[src/rtl/uart_tx_fifo.sv]
// Buffered 8N1 UART transmitter: a byte FIFO feeding an LSB-first serialiser.
// The line idles high and is driven from a register.
module uart_tx_fifo #(
    parameter int unsigned CLOCK_FREQUENCY = 25_000_000,
    parameter int unsigned UART_BAUD_RATE  = 57600,
    parameter int unsigned FIFO_DEPTH      = 16
) (
    input  logic                               clk_i,
    input  logic                               rst_ni,
    input  logic [7:0]                         data_i,
    input  logic                               valid_i,
    output logic                               ready_o,
    output logic                               tx_o,
    output logic                               busy_o,
    output logic [$clog2(FIFO_DEPTH+1)-1:0]    count_o
);

    localparam int unsigned CLKS_PER_BIT = CLOCK_FREQUENCY / UART_BAUD_RATE;
    localparam int unsigned BAUD_W       = (CLKS_PER_BIT > 1) ? $clog2(CLKS_PER_BIT) : 1;
    localparam int unsigned PTR_W        = (FIFO_DEPTH > 1) ? $clog2(FIFO_DEPTH) : 1;
    localparam int unsigned CNT_W        = $clog2(FIFO_DEPTH + 1);

    if (CLKS_PER_BIT < 2) begin : g_bad_baud
        $fatal(1, "uart_tx_fifo: CLKS_PER_BIT must be at least 2");
    end
    if ((FIFO_DEPTH < 2) || ((FIFO_DEPTH & (FIFO_DEPTH - 1)) != 0)) begin : g_bad_depth
        $fatal(1, "uart_tx_fifo: FIFO_DEPTH must be a power of two and at least 2");
    end

    typedef enum logic [1:0] {StIdle, StStart, StData, StStop} state_e;

    state_e            state_q, state_d;
    logic [7:0]        shift_q, shift_d;
    logic [2:0]        bit_idx_q, bit_idx_d;
    logic [BAUD_W-1:0] baud_q, baud_d;
    logic              tx_q, tx_d;
    logic [PTR_W-1:0]  wr_ptr_q, rd_ptr_q;
    logic [CNT_W-1:0]  count_q;
    logic [7:0]        mem [FIFO_DEPTH];

    logic       push;
    logic       pop;
    logic       baud_done;
    logic [7:0] head;

    assign ready_o   = rst_ni && (count_q < CNT_W'(FIFO_DEPTH));
    assign push      = valid_i && ready_o;
    assign head      = mem[rd_ptr_q];
    assign baud_done = (baud_q == BAUD_W'(CLKS_PER_BIT - 1));
    assign busy_o    = (state_q != StIdle) || (count_q != '0);
    assign count_o   = count_q;
    assign tx_o      = tx_q;

    // FIFO storage; contents are not reset, push already excludes reset via ready_o
    always_ff @(posedge clk_i) begin
        if (push) begin
            mem[wr_ptr_q] <= data_i;
        end
    end

    // FIFO pointers and occupancy; pointers wrap naturally at the power-of-two depth
    always_ff @(posedge clk_i) begin
        if (!rst_ni) begin
            wr_ptr_q <= '0;
            rd_ptr_q <= '0;
            count_q  <= '0;
        end else begin
            if (push) wr_ptr_q <= wr_ptr_q + PTR_W'(1);
            if (pop)  rd_ptr_q <= rd_ptr_q + PTR_W'(1);
            case ({push, pop})
                2'b10:   count_q <= count_q + CNT_W'(1);
                2'b01:   count_q <= count_q - CNT_W'(1);
                default: count_q <= count_q;
            endcase
        end
    end

    // Serialiser state register
    always_ff @(posedge clk_i) begin
        if (!rst_ni) begin
            state_q   <= StIdle;
            shift_q   <= '0;
            bit_idx_q <= '0;
            baud_q    <= '0;
            tx_q      <= 1'b1;
        end else begin
            state_q   <= state_d;
            shift_q   <= shift_d;
            bit_idx_q <= bit_idx_d;
            baud_q    <= baud_d;
            tx_q      <= tx_d;
        end
    end

    // Serialiser next state: tx_d is the level for the coming bit, so tx_o stays registered
    always_comb begin
        state_d   = state_q;
        shift_d   = shift_q;
        bit_idx_d = bit_idx_q;
        tx_d      = tx_q;
        pop       = 1'b0;
        baud_d    = baud_done ? '0 : baud_q + BAUD_W'(1);
        unique case (state_q)
            StIdle: begin
                baud_d = '0;
                tx_d   = 1'b1;
                if (count_q != '0) begin
                    shift_d = head;
                    pop     = 1'b1;
                    tx_d    = 1'b0;
                    state_d = StStart;
                end
            end
            StStart: begin
                if (baud_done) begin
                    tx_d      = shift_q[0];
                    bit_idx_d = 3'd0;
                    state_d   = StData;
                end
            end
            StData: begin
                if (baud_done) begin
                    if (bit_idx_q == 3'd7) begin
                        tx_d    = 1'b1;
                        state_d = StStop;
                    end else begin
                        shift_d   = {1'b0, shift_q[7:1]};
                        tx_d      = shift_q[1];
                        bit_idx_d = bit_idx_q + 3'd1;
                    end
                end
            end
            StStop: begin
                if (baud_done) begin
                    if (count_q != '0) begin
                        // Back-to-back: next start bit follows the stop bit with no idle gap
                        shift_d = head;
                        pop     = 1'b1;
                        tx_d    = 1'b0;
                        state_d = StStart;
                    end else begin
                        state_d = StIdle;
                    end
                end
            end
            default: state_d = StIdle;
        endcase
    end

endmodule

[config.mk]
export PLATFORM = sky130hd
export DESIGN_NAME = uart_tx_fifo
export DESIGN_NICKNAME = d
export VERILOG_FILES = /design/src/rtl/uart_tx_fifo.sv
export SDC_FILE = /design/constraint.sdc
export NUM_CORES = 1
export LEC_CHECK = 0
export CORE_MARGIN = 8
export CORE_UTILIZATION = 50
export DETAILED_ROUTE_END_ITERATION = 8
export GPL_TIMING_DRIVEN = 0
export PLACE_DENSITY = 0.76
export SLEW_MARGIN = 5
export SYNTH_ARGS = -nofsm -noshare
export SYNTH_HDL_FRONTEND = slang
export SYNTH_SLANG_ARGS = --single-unit
[constraint.sdc]
create_clock -name clk_i -period 3.4 [get_ports clk_i]
set_clock_uncertainty 0.1 [all_clocks]
set_input_delay 0.68 -clock clk_i [delete_from_list [all_inputs] [get_ports clk_i]]
set_output_delay 0.68 -clock clk_i [all_outputs]
set_load 0.01 [all_outputs]
# Word-level counts from Yosys, hierarchy flattened
# Memory sizes are Yosys's and may differ from the RTL's. A register that Yosys moved wholly into a read port is not among the register bits.
# Cells that the tools add are included.
op_classes:
  n_reduce_logical: 14
  n_addsub: 6
  n_lt_le_gt_ge: 1
  bitwise: 1
  eq_ne: 14
  n_mux: 31
  n_mul: 0
  n_shift: 0
  div: 0
op_table:
  columns: ["operator", "count"]
  rows:
  - ["$mux 8", 4]
  - ["$pmux 8 s3", 1]
  - ["$ne 2x2->1 const B", 7]
  - ["$reduce_and 4->1", 3]
  - ["$mux 1", 11]
  - ["$mux 2", 5]
  - ["$pmux 5 s2", 1]
  - ["$add 9x1->9 const B", 1]
  - ["$eq 9x9->1 const B", 1]
  - ["$mux 3", 3]
  - ["$add 4x1->4 const B", 2]
  - ["$mux 4", 2]
  - ["$pmux 2 s4", 1]
  - ["$eq 2x2->1 const B", 3]
  - ["$pmux 3 s2", 1]
  - ["$reduce_bool 2->1", 3]
  - ["$add 5x1->5 const B", 1]
  - ["$lt 5x5->1 const B", 1]
  - ["$reduce_and 5->1", 1]
  - ["$reduce_bool 5->1", 1]
  - ["$sub 5x1->5 const B", 1]
  - ["$eq 2x1->1 const B", 2]
  - ["$pmux 1 s4", 1]
  - ["$add 3x1->3 const B", 1]
  - ["8 further kinds", 9]
totals:
  latchBits: 0
  n_memories: 1
  elab_cells: 76
  ramBits: 128
  mem_bits_ro: 0
  output_inout_bits: 8
  ff_bits: 36
memory_table:
  columns: ["name", "words", "width", "read_ports", "rd_ports_with_merged_regs", "wr", "line_no", "source"]
  rows:
  - ["mem", 16, 8, 1, 1, 1, "39", "logic [7:0] mem [FIFO_DEPTH];"]

# Longest topological paths before layout
# Gate-level depths: netlist of run 1.
logic_depth:
  word_depth: 6
  depth_mapped: 15
  mapped_depth_nobuf: 13

# Least setup slack after synthesis of run 1
# Ideal clock, no wire load.
synth_timing:
  path_type: "register to register"
  from: "register baud_q[0]"
  to: "register count_q[4] (netlist: count_o[4])"
  period_less_slack_ps: 3477
  n_path_buf: 2
  path_stages_with_launch: 15
  setup_slack_ps: -77
  setup_ps: 123
  t_arrival_ps: 3253
  cell_sequence: "dfxtp_1 -> ha_1 -> and4_1 -> clkbuf_1 -> a31oi_1 -> nor3_2 -> ha_1 -> clkbuf_1 -> xor2_1 -> ha_1 -> and4b_1 -> a31o_2 -> a22o_1 -> nor3b_1 -> mux2_1"
synth_via:
  elab_chain_len: 5
synth_lines:
  columns: ["element", "line_no", "source"]
  rows:
  - ["from (decl)", "35", "logic [BAUD_W-1:0] baud_q, baud_d;"]
  - ["from (signal assigned)", "90", "baud_q <= baud_d;"]
  - ["$eq 9x9->1 (*)", "49", "assign baud_done = (baud_q == BAUD_W'(CLKS_PER_BIT - 1));"]
  - ["$mux 1 (*)", "134", "if (baud_done) begin"]
  - ["$pmux 1 s2 (*)", "103", "unique case (state_q)"]
  - ["named net pop", "42", "logic pop;"]
  - ["$eq 2x1->1 or $eq 2x2->1 (tied branches)", "70", "case ({push, pop})"]
  - ["$pmux 5 s2 or $reduce_bool 2->1 (tied branches)", null, null]
  - ["to (signal assigned)", "71", "2'b10: count_q <= count_q + CNT_W'(1);"]
  - ["to (signal assigned)", "72", "2'b01: count_q <= count_q - CNT_W'(1);"]
  - ["to (signal assigned)", "73", "default: count_q <= count_q;"]
  - ["to (decl)", "38", "logic [CNT_W-1:0] count_q;"]
# Mark *: on every way through the listed nets, which the timed path passes. The rest lies on a longest branch.
# A chain may end at the register's enable or synchronous reset.

# Final worst setup path of run 1
layout_timing:
  from: "input valid_i"
  to: "register count_q[4] (netlist: count_o[4])"
layout_via:
  elab_chain_len: 3
layout_lines:
  columns: ["element", "line_no", "source"]
  rows:
  - ["from (decl)", "11", "input logic valid_i,"]
  - ["$logic_and 1x1->1 (*)", "47", "assign push = valid_i && ready_o;"]
  - ["$eq 2x1->1 or $eq 2x2->1 (tied branches)", "70", null]
  - ["$pmux 5 s2 or $reduce_bool 2->1 (tied branches)", null, null]
# Mark *: on every way between the ends. The rest lies on a longest branch, timed or not.

==> impl_results.md, run 1 <==
- Peak VDD IR: 0.447 mV
- Via/cell ratio: 5.88
- Post-Layout Cell Count: 687
- Crit path required time: 3610 ps
- Max Slew Vio Count: 0
- CTS tree: built
- Fin crit share: 95.6%
- Status: finished clean
- Fin crit period: 3250 ps
- HP Class: reg2reg
- Post-synth top flop: edfxtp_1
- Critical path class: in2reg
- RSZ-0062 raised after global routing: false
- Synth-to-Final Area Change: 14.9%
- Grt ovf: 0
- Row count: 43
- Share of the synthesized area in the top cell type: 53.9%
- Warnings, synthesis: 0
- Depth of the worst hold-timing path: 1
- Vias in the first global route: 4,163
- Root Buffer: clkbuf_16
- DRC Markers: 0
- Initial Util: 51.2%
- Startpoint of the worst hold path: baud_q[0]
- Commonest cells after routing, fill and taps aside: edfxtp_1 (128), nor2_1 (49), dfxtp_1 (38)
- Worst hold slack: 360 ps
- Final antenna-violating net count: 0
- Synth Register Bits: 168
- Crit path max fanout: 10
- Mean Syn Cell Area: 15.6 um2
- First-pass GRT wire length: 22,200 um
- DR iter-0 viols: 345
- Commonest non-fill, non-tap cell in the layout: edfxtp_1
- Most area-hungry cell type in the Yosys netlist: edfxtp_1
- Clk_lat worst skew: 430 ps
- Largest net degree at the start of global routing: 19
- Fillcell total: 989
- Share of cells above drive strength 1: 20.1%
- Routed wire per std cell: 20.6 um
- Post-Syn Nets: 483
- Post-synthesis cell count: 456
- Worst Setup SP: valid_i
- Setup crit end kind: register
- Number of max-cap violations: 0
- Placed cells: 654
- Ys async rst share: 0%
- Layout Nets: 521
- Total track usage: 16.2%
- Storage cell area: 4650 um2
- # clock sinks: 168
- Num CTS Buffers: 17
- Slew @ Worst Pin: 1260 ps
- DRT Wirelength: 14,100 um
- Top-Level Pins: 19
- # port buffers: 18
- Total iterations of the first detailed-routing run: 7
- EDFF count, synth: 128
- Diode count: 0
- Cell variety after synth: 60
- H-tree levels: 4
- Routability cong.: 0.841
- Startpoint types: input pin
- Fmax: 308 MHz
- Pleak: 2.66 nW
- Multi-input gate area: 2390 um2
- Die Y: 135 um
- Synth area leaders: edfxtp_1 (54%), dfxtp_1 (11%), mux4_2 (9.2%), ha_1 (2.8%), nor2_1 (2.6%)
- DP HPWL: 9060 um
- Clock slew at reported path FFs: 60 ps
- Post-synthesis cell area: 7130 um2
- Vias: 4,042
- Max_slew headroom: 15.5%
- Final Setup Violations: 0
- WP data arrival: 3460 ps
- Die width: 135 um
- Core Area: 13,900 um2
- Register-to-Register Path Depth: 14
- Total Power: 6.14 mW
- Finished Core Util: 58.8%
- Antenna violations before repair: 0
- Post-synthesis sequential area ratio: 65.1%
- Power density cells: 748 nW/um2
- Hold Vio Cnt, Final: 0
- Full die area: 18,300 um2
- Worst r2r src: baud_q[1]
- Clock buffer depth: 2
-- critical path, stage by stage --
cell and delay (ps):
clkdlybuf4s50_1 450, and3b_1 160, clkbuf_4 220, inv_1 60, ha_1 180, buf_2 170, xor2_1 160, ha_2 220
and4b_1 180, a31o_2 230, a22o_1 240, nor3b_2 180, mux2_1 330
-- state kept, by name (all words and copies together), names as in the netlist, named ones only --
name / cells
count_o: 5
state_q: 2
baud_q: 9
tx_o: 1
bit_idx_q: 3
rd_ptr_q: 4
shift_q: 8
mem: 128
wr_ptr_q: 4
-- timing repair --
action	CTS	global route
pin swaps	3	1
hold buffers	0	0
cloned	0	0
setup endpoints to repair	2	1
resized for setup	8	7
buffers inserted	2	1
-- stage by stage --
stage          worst slack (ps)  area [um2]  TNS (ps)
3_3_place_gp               -597        7550     -1880
6_report                    151        8200         0
5_1_grt                    1.69        8200         0
2_1_floorplan              58.1        7140         0
3_5_place_dp               -642        7550     -5470
4_1_cts                    13.3        8160         0
-- final cells by class --
class | instances | area share [%]
flip-flops and latches | 168 | 56.7
multi-input cells | 254 | 29.1
clock buffers | 17 | 5.19
well taps | 180 | 2.75
repair buffers | 21 | 2.46
clock inverters | 15 | 1.88
plain buffers | 21 | 1.42
inverters | 11 | 0.504
-- metal layers --
| metal | global-route usage [%] | vias to the layer above | wire [um] | share of wire, % |
|---|---|---|---|---|
| met5 | 0 | - | 0 | 0 |
| met4 | 6.85 | 0 | 249 | 1.8 |
| met3 | 4.01 | 28 | 704 | 5.0 |
| met2 | 26.8 | 134 | 7170 | 51 |
| met1 | 20.0 | 2034 | 6010 | 42 |
| li1 | - | 1846 | - | - |
-- where the power goes --
part	internal, mW	total, mW	switching [mW]
combinational	0.821	1.84	1.01
clock	0.977	1.86	0.881
sequential	2.33	2.44	0.112
total	4.13	6.14	2.01
-- worst paths after layout --
kind,end,slack [ps]
setup / recovery,count_o[4],150
hold / removal,baud_q[0],360
setup reg to reg,count_o[4],150
hold reg to reg,baud_q[0],360
-- synthesized netlist by cell type (2+ instances only) --
library cell / instances
a211oi_1: 6
a21o_1: 2
a21oi_1: 13
a22o_1: 3
a22oi_1: 3
a31o_2: 2
a31oi_1: 2
and2_1: 2
buf_1: 4
buf_2: 8
clkbuf_1: 9
dfxtp_1: 40
edfxtp_1: 128
ha_1: 16
inv_1: 11
mux2_2: 6
mux2i_1: 12
mux4_1: 6
mux4_2: 29
nand2_1: 20
nand2b_1: 5
nand3_1: 7
nand4_1: 5
nor2_1: 50
nor3_1: 6
nor3b_1: 2
nor4b_1: 2
o21ai_0: 8
o221ai_1: 4
o2bb2ai_1: 2
xnor2_1: 9
xor2_1: 6
-- logic make-up (layout without fill, tap and decap cells) --
family | after synthesis | count (layout) | synth area share [%]
buffers and inverters | 34 | 85 | 2.26
AO/OA/AOI/OAI | 58 | 58 | 5.96
adder cells (fa/ha/maj) | 16 | 16 | 2.81
AND/OR/NAND/NOR | 111 | 111 | 7.87
multiplexers | 54 | 54 | 14.2
XOR/XNOR | 15 | 15 | 1.84
flip-flops | 168 | 168 | 65.1
Power figures use the tool's default switching activity.
==> run 2: changes to the inputs <==
--- a/config.mk
+++ b/config.mk
@@ -9,6 +9,7 @@
 export CORE_UTILIZATION = 50
 export DETAILED_ROUTE_END_ITERATION = 8
 export GPL_TIMING_DRIVEN = 0
+export MAX_ROUTING_LAYER = met4
 export PLACE_DENSITY = 0.76
 export SLEW_MARGIN = 5
 export SYNTH_ARGS = -nofsm -noshare
==> impl_results.md, run 2 (synthesis results as in run 1) <==
- Status: finished clean
- Top Registers: mem x128, baud_q x9, shift_q x8
- Switching power total: 2.00 mW (-0.41%)
- Clock Power Share: 30.2% (about the same)
- Die width: 135 um (unchanged)
- Sequential share of power: 39.9% (about the same)
- Initial Util: 51.2% (unchanged)
- Top-Level Pins: 19 (unchanged)
- Final TNS setup: 0 ps (unchanged)
- Startpoint types: register
- Commonest cells after routing, fill and taps aside: edfxtp_1 (128), nor2_1 (49), dfxtp_1 (38)
- Synth-to-Final Area Change: 14.9% (unchanged)
- Antenna violations before repair: 0 (unchanged)
- DP Worst Slack: -642 ps (unchanged)
- Grt ovf: 0 (unchanged)
- Finished Core Util: 58.8% (unchanged)
- Crit path max fanout: 10 (unchanged)
- Fin crit share: 95.5% (about the same)
- Routed wire per std cell: 20.5 um (-0.21%)
- Total track usage: 16.8% (+0.56 points)
- Peak VDD IR: 0.442 mV (-1.1%)
- Vias in the first global route: 4,147 (-0.38%)
- Clock buffer depth: 2 (unchanged)
- Vias: 4,121 (+2.0%)
- Total iterations of the first detailed-routing run: 5 (-2)
- Max Slew Vio Count: 0 (unchanged)
- DRT Wirelength: 14,100 um (-0.21%)
- Layout Nets: 521 (unchanged)
- H-tree levels: 4 (unchanged)
- Fin crit period: 3250 ps (-2.69 ps)
- Final antenna-violating net count: 0 (unchanged)
- Via/cell ratio: 6.00 (+2.0%)
- RSZ-0062 raised after global routing: false
- HP Class: reg2reg
- DR iter-0 viols: 406 (+18%)
- Core Area: 13,900 um2 (unchanged)
- Setup crit end kind: register
- Largest net degree at the start of global routing: 19 (unchanged)
- Combinational power share: 29.9% (about the same)
- Clock slew at reported path FFs: 60 ps (about the same)
- Root Buffer: clkbuf_16
- Largest reg by FF count: mem
- CTS tree: built
- Power density cells: 747 nW/um2 (-0.13%)
- Worst setup slack after layout: 154 ps (+2.69 ps)
- Final Setup Violations: 0 (unchanged)
- Pint: 4.13 mW (unchanged)
- Pleak: 2.66 nW (unchanged)
- Die Y: 135 um (unchanged)
- # port buffers: 18 (unchanged)
- Row count: 43 (unchanged)
- Critical path class: reg2reg
- First-pass GRT wire length: 22,300 um (about the same)
- Sw frac: 32.6% (-0.090 points)
- Fmax: 308 MHz (about the same)
- Diode count: 0 (unchanged)
- DRC Markers: 0 (unchanged)
- Max_slew headroom: 15.6% (+0.12 points)
- Commonest non-fill, non-tap cell in the layout: edfxtp_1
- Slew @ Worst Pin: 1260 ps (-1.76 ps)
- Num CTS Buffers: 17 (unchanged)
- Number of max-cap violations: 0 (unchanged)
- Clk_lat worst skew: 430 ps (about the same)
- DP HPWL: 9060 um (unchanged)
- # clock sinks: 168 (unchanged)
- Share of cells above drive strength 1: 20.1% (unchanged)
- WP data arrival: 3450 ps (about the same)
- Routability cong.: 0.854 (+1.6%)
- Max reg flops: 128 (unchanged)
- Crit path required time: 3610 ps (about the same)
- Full die area: 18,300 um2 (unchanged)
- Hold Vio Cnt, Final: 0 (unchanged)
## run 2: cell counts in the layout (fill, tap and decap cells not counted)
Identical to the previous run, type by type.
## run 2: power by group through the flow
stage	Sequential (mW)	Clock [mW]	Combinational, mW
after floorplan	2.46	0	1.28
after global placement	2.47	0	1.65
after detailed placement	2.47	0	1.71
after CTS	2.43	1.87	1.79
after global routing	2.46	1.96	2.01
final	2.44	1.85	1.83
## run 2: worst max-delay path: stages, from the launching register on
cell and delay [ps]:
dfxtp_1 370, inv_1 60, ha_1 200, and4_4 190, a31oi_4 260, nor3_4 60
ha_1 180, buf_2 170, xor2_1 160, ha_2 220, and4b_1 180, a31o_2 230
a22o_1 240, nor3b_2 180, mux2_1 330
## run 2: what timing repair did
action,in CTS,in global routing
pin swaps,3,1
gates cloned,0,0
hold buffers,0,0
endpoints found under the hold margin,0,0
setup endpoints to repair,2,1
setup buffers,2,1
resized for setup,8,7
## run 2: metal layers
layer / vias up / track usage [%] / wire (um)
met2: 171 / 26.8 / 7250
li1: 1850 / - / -
met3: 21 / 5.08 / 856
met5: - / - / 0
met1: 2079 / 20.0 / 5830
met4: 0 / 5.55 / 173
## run 2: final cells by class
class | instances | area (um2)
Clock buffer | 17 | 425
Inverter | 11 | 41.3
Tap cell | 180 | 225
Fill cell | 989 | 5730
Timing Repair Buffer | 21 | 201
Sequential cell | 168 | 4650
Buffer | 21 | 116
Multi-Input combinational cell | 254 | 2390
Clock inverter | 15 | 154
## run 2: worst paths after layout
check / start / to / slack [ps] / cells past startpoint
max: baud_q[1] / count_o[4] / 150 / 14
min: baud_q[0] / baud_q[0] / 360 / 1
max reg2reg: baud_q[1] / count_o[4] / 150 / 14
min reg2reg: baud_q[0] / baud_q[0] / 360 / 1
## run 2: through the flow
step                cell area, um2  power, mW  instances  hold slack, ps
floorplan                     7140       3.74        456             344
global placement              7550       4.12        654             355
detailed placement            7550       4.18        654             381
CTS                           8160       6.10        686             397
global route                  8200       6.43        687             378
finish                        8200       6.13        687             360
==> run 3: changes to the inputs <==
--- a/config.mk
+++ b/config.mk
@@ -6,11 +6,11 @@
 export NUM_CORES = 1
 export LEC_CHECK = 0
 export CORE_MARGIN = 8
-export CORE_UTILIZATION = 50
+export CORE_UTILIZATION = 55
 export DETAILED_ROUTE_END_ITERATION = 8
 export GPL_TIMING_DRIVEN = 0
 export MAX_ROUTING_LAYER = met4
-export PLACE_DENSITY = 0.76
+export PLACE_DENSITY = 0.82
 export SLEW_MARGIN = 5
 export SYNTH_ARGS = -nofsm -noshare
 export SYNTH_HDL_FRONTEND = slang
==> impl_results.md, run 3 (synthesis results as in run 1) <==
- Placed cells: 646 (-1.2%)
- Cell area after layout: 8200 um2 (about the same)
- HP Class: reg2reg
- Fmax: 304 MHz (-1.4%)
- Commonest non-fill, non-tap cell in the layout: edfxtp_1
- Pleak: 2.67 nW (+0.43%)
- Crit path required time: 3610 ps (about the same)
- Post-Layout Cell Count: 678 (-1.3%)
- Vias: 4,065 (-1.4%)
- DR iter-0 viols: 390 (-3.9%)
- Full die area: 16,900 um2 (-8.0%)
- Die width: 130 um (-4.1%)
- Worst hold slack: 352 ps (-8.46 ps)
- Grt ovf: 0 (unchanged)
- Layout Nets: 522 (+0.19%)
- DRC Markers: 0 (unchanged)
- Commonest cells after routing, fill and taps aside: edfxtp_1 (128), nor2_1 (49), dfxtp_1 (39)
- Setup crit end kind: register
- Total track usage: 19.3% (+2.5 points)
- Max_slew headroom: 15.7% (+0.12 points)
- Sw frac: 30.8% (-1.9 points)
- Core Area: 12,600 um2 (-9.4%)
- Root Buffer: clkbuf_16
- Initial Util: 56.5% (+5.3 points)
- CTS tree: built
- Family with the most delay on the worst path: buffers and inverters
- Switching power total: 1.92 mW (-3.9%)
- Multi-input gate area: 2390 um2 (about the same)
- DRT Wirelength: 14,700 um (+4.0%)
- Hold Vio Cnt, Final: 0 (unchanged)
- Placed inst area: 7540 um2 (-0.13%)
- Number of max-cap violations: 0 (unchanged)
- Num CTS Buffers: 17 (unchanged)
- Diode count: 0 (unchanged)
- Routed wire per std cell: 21.6 um (+5.4%)
- Critical Path Max Stage Delay: 460 ps (+90 ps)
- DP HPWL: 9300 um (+2.7%)
- Pint: 4.32 mW (+4.7%)
- Row count: 41 (-4.7%)
- H-tree levels: 4 (unchanged)
- Critical Path, Cell by Cell: clkdlybuf4s50_1, and3b_1, clkbuf_4, inv_1, ha_1, buf_2, xor2_1, ha_2, and4b_1, a31o_2, a22o_1, nor3b_1, mux2_1
- Final Setup Violations: 0 (unchanged)
- Power density cells: 761 nW/um2 (+1.8%)
- Clk_lat worst skew: 430 ps (about the same)
- Clock slew at reported path FFs: 60 ps (about the same)
- Final antenna-violating net count: 0 (unchanged)
- CP bufs+invs: 4 (+2)
- Largest reg by FF count: mem
- Top-Level Pins: 19 (unchanged)
- Storage cell area: 4650 um2 (about the same)
- Slowest cell on the critical path: clkdlybuf4s50_1
- Finished Core Util: 65.0% (+6.2 points)
- Max reg flops: 128 (unchanged)
- # port buffers: 18 (unchanged)
- Die Y: 130 um (-4.1%)
- Total iterations of the first detailed-routing run: 5 (unchanged)
- Share of cells above drive strength 1: 19.0% (-1.1 points)
- Antenna violations before repair: 0 (unchanged)
- # clock sinks: 168 (unchanged)
- Routability cong.: 0.841 (-1.5%)
- Combinational power share: 30.0% (about the same)
- Synth-to-Final Area Change: 15.0% (about the same)
- Crit path max fanout: 10 (unchanged)
- Sequential share of power: 39.2% (-0.7 points)
- Via/cell ratio: 6.00 (about the same)
- Slew @ Worst Pin: 1250 ps (-1.82 ps)
- WP data arrival: 3510 ps (+60 ps)
- Largest net degree at the start of global routing: 17 (-2)
- Critical path class: in2reg
- Status: finished clean
- Peak VDD IR: 0.427 mV (-3.2%)
- Vias in the first global route: 4,125 (-0.53%)
- First-pass GRT wire length: 23,200 um (+4.1%)
- Fin crit share: 96.9% (+1.4 points)
- Startpoint types: input pin
- Top Registers: mem x128, baud_q x9, shift_q x8
- Fillcell total: 881 (-11%)
- Clock buffer depth: 2 (unchanged)
- Max Slew Vio Count: 0 (unchanged)
- Fin crit period: 3290 ps (+47.1 ps)
- Clock Power Share: 30.8% (+0.6 points)
## run 3: cell types whose count changed in the layout (fill, tap and decap cells not counted), sizes merged
cell      before  now
clkbuf        24   27
bufinv         0    3
inv           18   13
clkinvlp       4    2
## run 3: layout make-up
type	instances	area share, %
Inverter	11	0.503
Clock buffer	19	5.28
Timing Repair Buffer	22	2.55
Tap cell	172	2.62
Sequential cell	168	56.6
Multi-Input combinational cell	254	29.1
Clock inverter	11	1.82
Buffer	21	1.45
## run 3: timing repair
item	4_1_cts	5_1_grt
endpoints found under the setup margin	2	1
buffers inserted	1	3
resized for setup	7	8
pin swaps	3	3
hold buffers	0	0
## run 3: power groups by stage
stage / Clock (mW) / Combinational (mW) / Sequential [mW]
finish: 1.92 / 1.87 / 2.45
floorplan: 0 / 1.28 / 2.46
detailed placement: 0 / 1.71 / 2.48
global route: 2.04 / 2.03 / 2.46
global placement: 0 / 1.64 / 2.46
CTS: 1.95 / 1.78 / 2.44
## run 3: per-layer routing
layer,vias up,track usage (%),wire (um)
li1,1851,-,-
met1,2052,22.7,5980
met2,138,31.8,7650
met3,24,4.69,779
met4,0,7.31,260
met5,-,-,0
## run 3: final timing paths
check / end / slack (ps) / cells past startpoint / startpoint
worst max register to register: count_o[4] / 130 / 14 / baud_q[1]
worst min-delay path: baud_q[0] / 350 / 1 / baud_q[0]
worst min register to register: baud_q[0] / 350 / 1 / baud_q[0]
worst max-delay path: count_o[4] / 110 / 13 / valid_i
## run 3: stage by stage
| step | setup TNS, ps | power [mW] | setup slack (ps) |
|---|---|---|---|
| CTS | 0 | 6.16 | 8.02 |
| floorplan | 0 | 3.74 | 58.1 |
| finish | 0 | 6.24 | 107 |
| detailed placement | -5210 | 4.19 | -628 |
| global route | -10.7 | 6.53 | -10.7 |
| global placement | -2350 | 4.10 | -611 |
